**src/rtl/sdram_arbiter_if.sv**
```systemverilog
// Bus bundle between the CPU, the DMA engine, the arbiter and the SDRAM controller.
// The arbiter connects through the slave view; the surrounding system drives the master view.
interface sdram_arbiter_if;
    logic        cpu_rd_req;
    logic        cpu_wr_req;
    logic [21:0] cpu_addr;
    logic [15:0] cpu_wr_data;
    logic [15:0] cpu_rd_data;
    logic        cpu_wait_n;
    logic        dma_rd_req;
    logic        dma_wr_req;
    logic [21:0] dma_addr;
    logic [15:0] dma_wr_data;
    logic [15:0] dma_rd_data;
    logic        dma_ack;
    logic        ram_rd_req;
    logic        ram_wr_req;
    logic [21:0] ram_addr;
    logic [15:0] ram_wr_data;
    logic        ram_ready;
    logic [15:0] ram_rd_data;
    logic        busy;

    modport slave (
        input  cpu_rd_req, cpu_wr_req, cpu_addr, cpu_wr_data,
        input  dma_rd_req, dma_wr_req, dma_addr, dma_wr_data,
        input  ram_ready, ram_rd_data,
        output cpu_rd_data, cpu_wait_n, dma_rd_data, dma_ack,
        output ram_rd_req, ram_wr_req, ram_addr, ram_wr_data, busy
    );

    modport master (
        output cpu_rd_req, cpu_wr_req, cpu_addr, cpu_wr_data,
        output dma_rd_req, dma_wr_req, dma_addr, dma_wr_data,
        output ram_ready, ram_rd_data,
        input  cpu_rd_data, cpu_wait_n, dma_rd_data, dma_ack,
        input  ram_rd_req, ram_wr_req, ram_addr, ram_wr_data, busy
    );
endinterface

```
**src/rtl/sdram_arbiter.sv**
```systemverilog
// Shares the single SDRAM controller port between the T80 CPU (fixed priority)
// and the DMA engine, forcing one DMA grant after STARVE_LIMIT CPU grants.
module sdram_arbiter #(
    parameter int unsigned STARVE_LIMIT = 4
) (
    input  logic           clock_sys,
    input  logic           RESET_n,
    sdram_arbiter_if.slave bus
);
    typedef enum logic [1:0] {
        ST_IDLE    = 2'd0,
        ST_CPU_ACC = 2'd1,
        ST_DMA_ACC = 2'd2
    } state_e;

    localparam logic [3:0] LIMIT = 4'(STARVE_LIMIT);

    state_e      state_q, state_d;
    logic        served_q, served_d;
    logic [3:0]  run_cnt_q, run_cnt_d;
    logic        ram_rd_q, ram_rd_d;
    logic        ram_wr_q, ram_wr_d;
    logic [21:0] ram_addr_q, ram_addr_d;
    logic [15:0] ram_wdata_q, ram_wdata_d;
    logic [15:0] cpu_rdata_q, cpu_rdata_d;
    logic [15:0] dma_rdata_q, dma_rdata_d;
    logic        dma_ack_q, dma_ack_d;
    logic        busy_q, busy_d;
    logic        cpu_any_s, cpu_pend_s, dma_pend_s, starve_s, cpu_done_s;

    // State and datapath registers
    always_ff @(posedge clock_sys or negedge RESET_n) begin
        if (!RESET_n) begin
            state_q     <= ST_IDLE;
            served_q    <= 1'b0;
            run_cnt_q   <= 4'd0;
            ram_rd_q    <= 1'b0;
            ram_wr_q    <= 1'b0;
            ram_addr_q  <= 22'd0;
            ram_wdata_q <= 16'd0;
            cpu_rdata_q <= 16'd0;
            dma_rdata_q <= 16'd0;
            dma_ack_q   <= 1'b0;
            busy_q      <= 1'b0;
        end else begin
            state_q     <= state_d;
            served_q    <= served_d;
            run_cnt_q   <= run_cnt_d;
            ram_rd_q    <= ram_rd_d;
            ram_wr_q    <= ram_wr_d;
            ram_addr_q  <= ram_addr_d;
            ram_wdata_q <= ram_wdata_d;
            cpu_rdata_q <= cpu_rdata_d;
            dma_rdata_q <= dma_rdata_d;
            dma_ack_q   <= dma_ack_d;
            busy_q      <= busy_d;
        end
    end

    // Grant decision, access tracking and completion handling
    always_comb begin
        state_d     = state_q;
        run_cnt_d   = run_cnt_q;
        ram_rd_d    = ram_rd_q;
        ram_wr_d    = ram_wr_q;
        ram_addr_d  = ram_addr_q;
        ram_wdata_d = ram_wdata_q;
        cpu_rdata_d = cpu_rdata_q;
        dma_rdata_d = dma_rdata_q;
        dma_ack_d   = 1'b0;
        cpu_done_s  = 1'b0;

        cpu_any_s  = bus.cpu_rd_req | bus.cpu_wr_req;
        cpu_pend_s = cpu_any_s & ~served_q;
        dma_pend_s = bus.dma_rd_req | bus.dma_wr_req;
        starve_s   = dma_pend_s & (LIMIT != 4'd0) & (run_cnt_q >= LIMIT);

        case (state_q)
            ST_IDLE: begin
                if (cpu_pend_s && !starve_s) begin
                    state_d     = ST_CPU_ACC;
                    ram_addr_d  = bus.cpu_addr;
                    ram_wdata_d = bus.cpu_wr_data;
                    ram_rd_d    = bus.cpu_rd_req;
                    ram_wr_d    = ~bus.cpu_rd_req;
                    // Counts only CPU wins that actually made DMA wait
                    if (!dma_pend_s) begin
                        run_cnt_d = 4'd0;
                    end else if (run_cnt_q != 4'd15) begin
                        run_cnt_d = run_cnt_q + 4'd1;
                    end else begin
                        run_cnt_d = run_cnt_q;
                    end
                end else if (dma_pend_s) begin
                    state_d     = ST_DMA_ACC;
                    ram_addr_d  = bus.dma_addr;
                    ram_wdata_d = bus.dma_wr_data;
                    ram_rd_d    = bus.dma_rd_req;
                    ram_wr_d    = ~bus.dma_rd_req;
                    run_cnt_d   = 4'd0;
                end else begin
                    state_d   = ST_IDLE;
                    run_cnt_d = 4'd0;
                end
            end
            ST_CPU_ACC: begin
                if (bus.ram_ready) begin
                    state_d    = ST_IDLE;
                    ram_rd_d   = 1'b0;
                    ram_wr_d   = 1'b0;
                    cpu_done_s = 1'b1;
                    if (ram_rd_q) begin
                        cpu_rdata_d = bus.ram_rd_data;
                    end else begin
                        cpu_rdata_d = cpu_rdata_q;
                    end
                end else begin
                    state_d = ST_CPU_ACC;
                end
            end
            ST_DMA_ACC: begin
                if (bus.ram_ready) begin
                    state_d   = ST_IDLE;
                    ram_rd_d  = 1'b0;
                    ram_wr_d  = 1'b0;
                    dma_ack_d = 1'b1;
                    if (ram_rd_q) begin
                        dma_rdata_d = bus.ram_rd_data;
                    end else begin
                        dma_rdata_d = dma_rdata_q;
                    end
                end else begin
                    state_d = ST_DMA_ACC;
                end
            end
            default: begin
                state_d  = ST_IDLE;
                ram_rd_d = 1'b0;
                ram_wr_d = 1'b0;
            end
        endcase

        // A request already released by the Z80 leaves nothing to block
        served_d = cpu_any_s & (served_q | cpu_done_s);
        busy_d   = (state_d != ST_IDLE);
    end

    assign bus.cpu_rd_data = cpu_rdata_q;
    assign bus.cpu_wait_n  = ~cpu_pend_s;
    assign bus.dma_rd_data = dma_rdata_q;
    assign bus.dma_ack     = dma_ack_q;
    assign bus.ram_rd_req  = ram_rd_q;
    assign bus.ram_wr_req  = ram_wr_q;
    assign bus.ram_addr    = ram_addr_q;
    assign bus.ram_wr_data = ram_wdata_q;
    assign bus.busy        = busy_q;
endmodule

```
**src/flat_wrapper.sv**
```systemverilog
// flat-port wrapper written by rule: the top's interface ports become plain ports
module sdram_arbiter_flat 
#(
    parameter int unsigned STARVE_LIMIT = 4
)
  (clock_sys, RESET_n, bus_cpu_rd_req, bus_cpu_wr_req, bus_cpu_addr, bus_cpu_wr_data, bus_dma_rd_req, bus_dma_wr_req, bus_dma_addr, bus_dma_wr_data, bus_ram_ready, bus_ram_rd_data, bus_cpu_rd_data, bus_cpu_wait_n, bus_dma_rd_data, bus_dma_ack, bus_ram_rd_req, bus_ram_wr_req, bus_ram_addr, bus_ram_wr_data, bus_busy);
  sdram_arbiter_if bus_i ();
  input  logic clock_sys;
  input  logic RESET_n;
  input wire logic [$bits(bus_i.cpu_rd_req)-1:0] bus_cpu_rd_req;
  input wire logic [$bits(bus_i.cpu_wr_req)-1:0] bus_cpu_wr_req;
  input wire logic [$bits(bus_i.cpu_addr)-1:0] bus_cpu_addr;
  input wire logic [$bits(bus_i.cpu_wr_data)-1:0] bus_cpu_wr_data;
  input wire logic [$bits(bus_i.dma_rd_req)-1:0] bus_dma_rd_req;
  input wire logic [$bits(bus_i.dma_wr_req)-1:0] bus_dma_wr_req;
  input wire logic [$bits(bus_i.dma_addr)-1:0] bus_dma_addr;
  input wire logic [$bits(bus_i.dma_wr_data)-1:0] bus_dma_wr_data;
  input wire logic [$bits(bus_i.ram_ready)-1:0] bus_ram_ready;
  input wire logic [$bits(bus_i.ram_rd_data)-1:0] bus_ram_rd_data;
  output wire logic [$bits(bus_i.cpu_rd_data)-1:0] bus_cpu_rd_data;
  output wire logic [$bits(bus_i.cpu_wait_n)-1:0] bus_cpu_wait_n;
  output wire logic [$bits(bus_i.dma_rd_data)-1:0] bus_dma_rd_data;
  output wire logic [$bits(bus_i.dma_ack)-1:0] bus_dma_ack;
  output wire logic [$bits(bus_i.ram_rd_req)-1:0] bus_ram_rd_req;
  output wire logic [$bits(bus_i.ram_wr_req)-1:0] bus_ram_wr_req;
  output wire logic [$bits(bus_i.ram_addr)-1:0] bus_ram_addr;
  output wire logic [$bits(bus_i.ram_wr_data)-1:0] bus_ram_wr_data;
  output wire logic [$bits(bus_i.busy)-1:0] bus_busy;
  assign bus_i.cpu_rd_req = bus_cpu_rd_req;
  assign bus_i.cpu_wr_req = bus_cpu_wr_req;
  assign bus_i.cpu_addr = bus_cpu_addr;
  assign bus_i.cpu_wr_data = bus_cpu_wr_data;
  assign bus_i.dma_rd_req = bus_dma_rd_req;
  assign bus_i.dma_wr_req = bus_dma_wr_req;
  assign bus_i.dma_addr = bus_dma_addr;
  assign bus_i.dma_wr_data = bus_dma_wr_data;
  assign bus_i.ram_ready = bus_ram_ready;
  assign bus_i.ram_rd_data = bus_ram_rd_data;
  assign bus_cpu_rd_data = bus_i.cpu_rd_data;
  assign bus_cpu_wait_n = bus_i.cpu_wait_n;
  assign bus_dma_rd_data = bus_i.dma_rd_data;
  assign bus_dma_ack = bus_i.dma_ack;
  assign bus_ram_rd_req = bus_i.ram_rd_req;
  assign bus_ram_wr_req = bus_i.ram_wr_req;
  assign bus_ram_addr = bus_i.ram_addr;
  assign bus_ram_wr_data = bus_i.ram_wr_data;
  assign bus_busy = bus_i.busy;
  sdram_arbiter #(.STARVE_LIMIT(STARVE_LIMIT)) u_core (.clock_sys(clock_sys), .RESET_n(RESET_n), .bus(bus_i));
endmodule
```
**config.mk**
```make
export PLATFORM = sky130hd
export DESIGN_NAME = sdram_arbiter_flat
export DESIGN_NICKNAME = d
export VERILOG_FILES = /design/src/rtl/sdram_arbiter_if.sv /design/src/rtl/sdram_arbiter.sv /design/src/flat_wrapper.sv
export SDC_FILE = /design/constraint.sdc
export NUM_CORES = 1
export LEC_CHECK = 0
export ABC_CLOCK_PERIOD_IN_PS = 1400
export CAP_MARGIN = 20
export CELL_PAD_IN_SITES_DETAIL_PLACEMENT = 1
export CELL_PAD_IN_SITES_GLOBAL_PLACEMENT = 1
export CORE_ASPECT_RATIO = 1.5
export CORE_UTILIZATION = 27
export DETAILED_ROUTE_END_ITERATION = 16
export GPL_TIMING_DRIVEN = 1
export MAX_ROUTING_LAYER = met4
export PLACE_DENSITY = 0.77
export SYNTH_ARGS = -nofsm -noshare
export SYNTH_HDL_FRONTEND = slang
export SYNTH_SLANG_ARGS = --single-unit
```
**constraint.sdc**
```tcl
create_clock -name clock_sys -period 1.4 [get_ports clock_sys]
set_input_delay 0.14 -clock clock_sys [delete_from_list [all_inputs] [get_ports clock_sys]]
set_output_delay 0.14 -clock clock_sys [all_outputs]
set_load 0.03 [all_outputs]
```
==> summary.txt <==
via count of the first global-routing pass -> 3509
Startpoint Class -> register
highest achievable clock rate -> 687 MHz
max-slew violations -> 0
net total in the final layout -> 603
clock transition at the register clock pins on the worst setup and hold paths after CTS -> 0.06 ns
cell count after synthesis -> 281
post-synthesis simple-gate area fraction -> 6.17%
violated checks -> setup timing
post-synthesis instance area -> 3490 um^2
reported max-cap violation count -> 0
category of the worst setup path capture point -> register
most common cell after layout, fill and taps aside -> sky130_fd_sc_hd__clkdlybuf4s50_1
Crit path arrival time -> 1.67 ns
residual overflow from global routing -> 0
share of final-layout standard cells stronger than drive strength 1 -> 28.8%
power dissipated by switching net loads -> 6680 uW
horizontal die dimension -> 94.8 um
Post-Syn Nets -> 385
routability congestion estimate -> 0.744
commonest non-fill, non-tap cells in the layout -> sky130_fd_sc_hd__clkdlybuf4s50_1, sky130_fd_sc_hd__dfrtp_1, sky130_fd_sc_hd__dlygate4sd2_1
minimum clock period after layout -> 1.46 ns
status -> finished, violations left
Rows -> 50
final worst-path setup slack -> -0.0566 ns
GRT Util Overall -> 19.0%
worst setup path class -> reg -> reg
Crit path largest cell delay -> 0.39 ns
deepest level of the CTS H-tree -> 3
area of the core region -> 12500 um^2
worst slack at placement -> -0.305 ns
xor/xnor share of the synthesized area -> 0%
number of CTS-inserted buffers -> 9
ratio of total power to cell area -> 2440 nW/um^2
post-synthesis mux area share -> 21.9%
final design instance area without fill -> 6720 um^2
Unique masters post-synth -> 29
P_int -> 9690 uW
Routed WL per cell -> 19.0 um
Synth Register Bits -> 81
DRC viols -> 0
Clock Sinks -> 81
maximum root-to-sink buffer count -> 2
worst-case clock skew -> 0.00765 ns
first-pass GRT wire length -> 18.6 mm
DR iter-0 viols -> 38
adder and majority cell fraction of the synthesized area -> 1.79%
count of final hold-check violations -> 0
initial core utilization -> 27.9%
area fraction in compound gates after synthesis -> 8.47%
area added between synthesis and finish -> 92.7%
Buf+Inv Stages, Crit Path -> 2
clock root cell -> sky130_fd_sc_hd__clkbuf_16
initial antenna violation count -> 0
Routed Wire Length -> 12.5 mm
latest clock arrival within the worst-skew pair -> 0.33 ns
Leakage Power -> 0.00322 uW
layout filler cell count -> 1290
worst slew pin tran -> 0.394 ns
cell area after placement -> 5590 um^2
cell breakdown of the critical path -> o21bai_4 > o21bai_4 > buf_12 > buf_12 > mux2i_1 > o21ai_2
IO Pins -> 174
maximum VDD drop -> 0.000868 V
headroom to the max-slew limit -> 73.7%
vias after detailed routing -> 3075
Critical Path Slowest Stage Cell -> sky130_fd_sc_hd__dfrtp_1
class of the worst hold path -> in -> async
clock group share of total power -> 16.2%
final setup vio count -> 72
residual antenna-violating net count after detailed routing -> 0
antenna fix cells -> 0
Detailed Place HPWL -> 7.69 mm
share of synthesized area occupied by flip-flops and latches -> 58.1%
proportion of total power due to net switching -> 40.8%
CTS tree -> done
Post-Syn Area per Cell -> 12.4 um^2
data required time at the worst endpoint -> 1.62 ns
RSZ-0062 raised after global routing -> true
sequential share of power -> 25.0%
Synth Warn # -> 0
sum of negative setup slack -> -2.47 ns
Final period util -> 104%
critical path peak fanout -> 7
combinational family with the most area after synthesis -> multiplexers
largest net degree at the start of global routing -> 29
height of the die -> 141 um
Port Buffers -> 173
die area -> 13400 um^2
share of power burned in combinational logic -> 58.8%
routed via count divided by cell count -> 4.66
Top Family by Delay on Critical Path -> compound AO/OA/AOI/OAI gates
DRT Pass-1 Iters -> 4
through the flow:
| step | cells | total power (uW) | hold slack (ns) | util, % |
|---|---|---|---|---|
| after floorplan | 281 | 8380 | -0.156 | - |
| after global placement | 615 | 11400 | 0.0867 | 44.7 |
| after detailed placement | 615 | 11700 | 0.0956 | 44.7 |
| after CTS | 646 | 15100 | 0.282 | 50.1 |
| after global routing | 660 | 17300 | 0.312 | 53.7 |
| final | 660 | 16400 | 0.274 | 53.7 |
flip-flops by register name, summed over array words and instances (netlist names):
| name | count |
|---|---|
| u_core.bus.ram_wr_data | 16 |
| u_core.bus.dma_ack | 1 |
| u_core.served_q | 1 |
| u_core.bus.cpu_rd_data | 16 |
| u_core.bus.ram_rd_req | 1 |
| u_core.bus.busy | 1 |
| u_core.bus.ram_addr | 22 |
| u_core.run_cnt_q | 4 |
| u_core.bus.ram_wr_req | 1 |
| u_core.state_q | 2 |
| u_core.bus.dma_rd_data | 16 |
per-layer routing:
metal | GRT usage (%) | part of all wire [%] | vias to the layer above
met1 | 20.6 | 37 | 1525
met4 | 6.30 | 1.2 | 0
met2 | 34.2 | 56 | 124
li1 | - | - | 1418
met3 | 3.56 | 5.4 | 8
met5 | - | 0 | -
cell type report:
cell class | count | area, um^2 | share of cell area, %
well taps | 156 | 195 | 2.91
inverters | 6 | 25.0 | 0.372
flip-flops and latches | 81 | 2030 | 30.2
multi-input cells | 182 | 1750 | 26.0
repair buffers | 219 | 2380 | 35.5
clock inverters | 5 | 86.3 | 1.28
clock buffers | 11 | 253 | 3.76
synth_stat cells (all sizes together):
cell type | count | area share [%]
a21o | 1 | 0.22
a21oi | 2 | 0.29
a22o | 2 | 0.50
a22oi | 1 | 0.22
a2bb2oi | 1 | 0.25
a31oi | 1 | 0.18
and2 | 1 | 0.18
buf | 10 | 2.4
clkbuf | 5 | 0.54
dfrtp | 81 | 58
ha | 5 | 1.8
inv | 6 | 0.65
mux2 | 33 | 11
mux2i | 39 | 11
nand2 | 39 | 4.3
nand3 | 1 | 0.14
nor2 | 8 | 0.93
nor2b | 2 | 0.36
nor3 | 1 | 0.29
o21ai | 38 | 5.5
o21bai | 2 | 0.86
o2bb2ai | 1 | 0.25
o32ai | 1 | 0.25
logic make-up (layout without fill, tap and decap cells):
group	Yosys count	count (layout)
multiplexers	72	72
AO/OA/AOI/OAI	50	52
flip-flops	81	81
AND/OR/NAND/NOR	52	53
buffers and inverters	21	241
adder cells (fa/ha/maj)	5	5
power by group through the flow:
stage	clock network, uW	registers, uW	logic, uW
after CTS	2730	4050	8360
final	2660	4090	9620
after detailed placement	0	4090	7650
after floorplan	0	6030	2360
after global routing	2830	4240	10200
after global placement	0	4000	7450
worst register-to-register path: cells and delay by family, from the launching register on:
family | cells | cell delay, ns
buffers and inverters | 2 | 0.30
muxes | 1 | 0.20
DFF | 1 | 0.39
AOI/OAI and AO/OA | 3 | 0.45
path summary, 6_finish.rpt:
kind	slack (ns)	from	end	cells past startpoint
worst max-delay path	-0.06	u_core.served_q$_DFF_PN0_	u_core.bus.ram_addr[3]$_DFFE_PN0P_	6
max in group asynchronous	0.62	RESET_n	u_core.bus.cpu_rd_data[4]$_DFFE_PN0P_	3
worst max register to register	-0.06	u_core.served_q$_DFF_PN0_	u_core.bus.ram_addr[3]$_DFFE_PN0P_	6
worst min-delay path	0.27	RESET_n	u_core.bus.cpu_rd_data[9]$_DFFE_PN0P_	2
worst min register to register	0.48	u_core.bus.ram_wr_data[13]$_DFFE_PN0P_	u_core.bus.ram_wr_data[13]$_DFFE_PN0P_	2
min in group clock_sys	0.42	bus_cpu_addr[12]	u_core.bus.ram_addr[12]$_DFFE_PN0P_	3
timing repair:
item / in CTS / in global routing
hold buffers: 1 / 0
buffers inserted: 5 / 4
cloned: 9 / 10
pin swaps: 3 / 8
hold endpoints to repair: 25 / 0
setup endpoints to repair: 148 / 78
resized for setup: 120 / 49
Note: power is estimated with default switching activity, not from simulation.
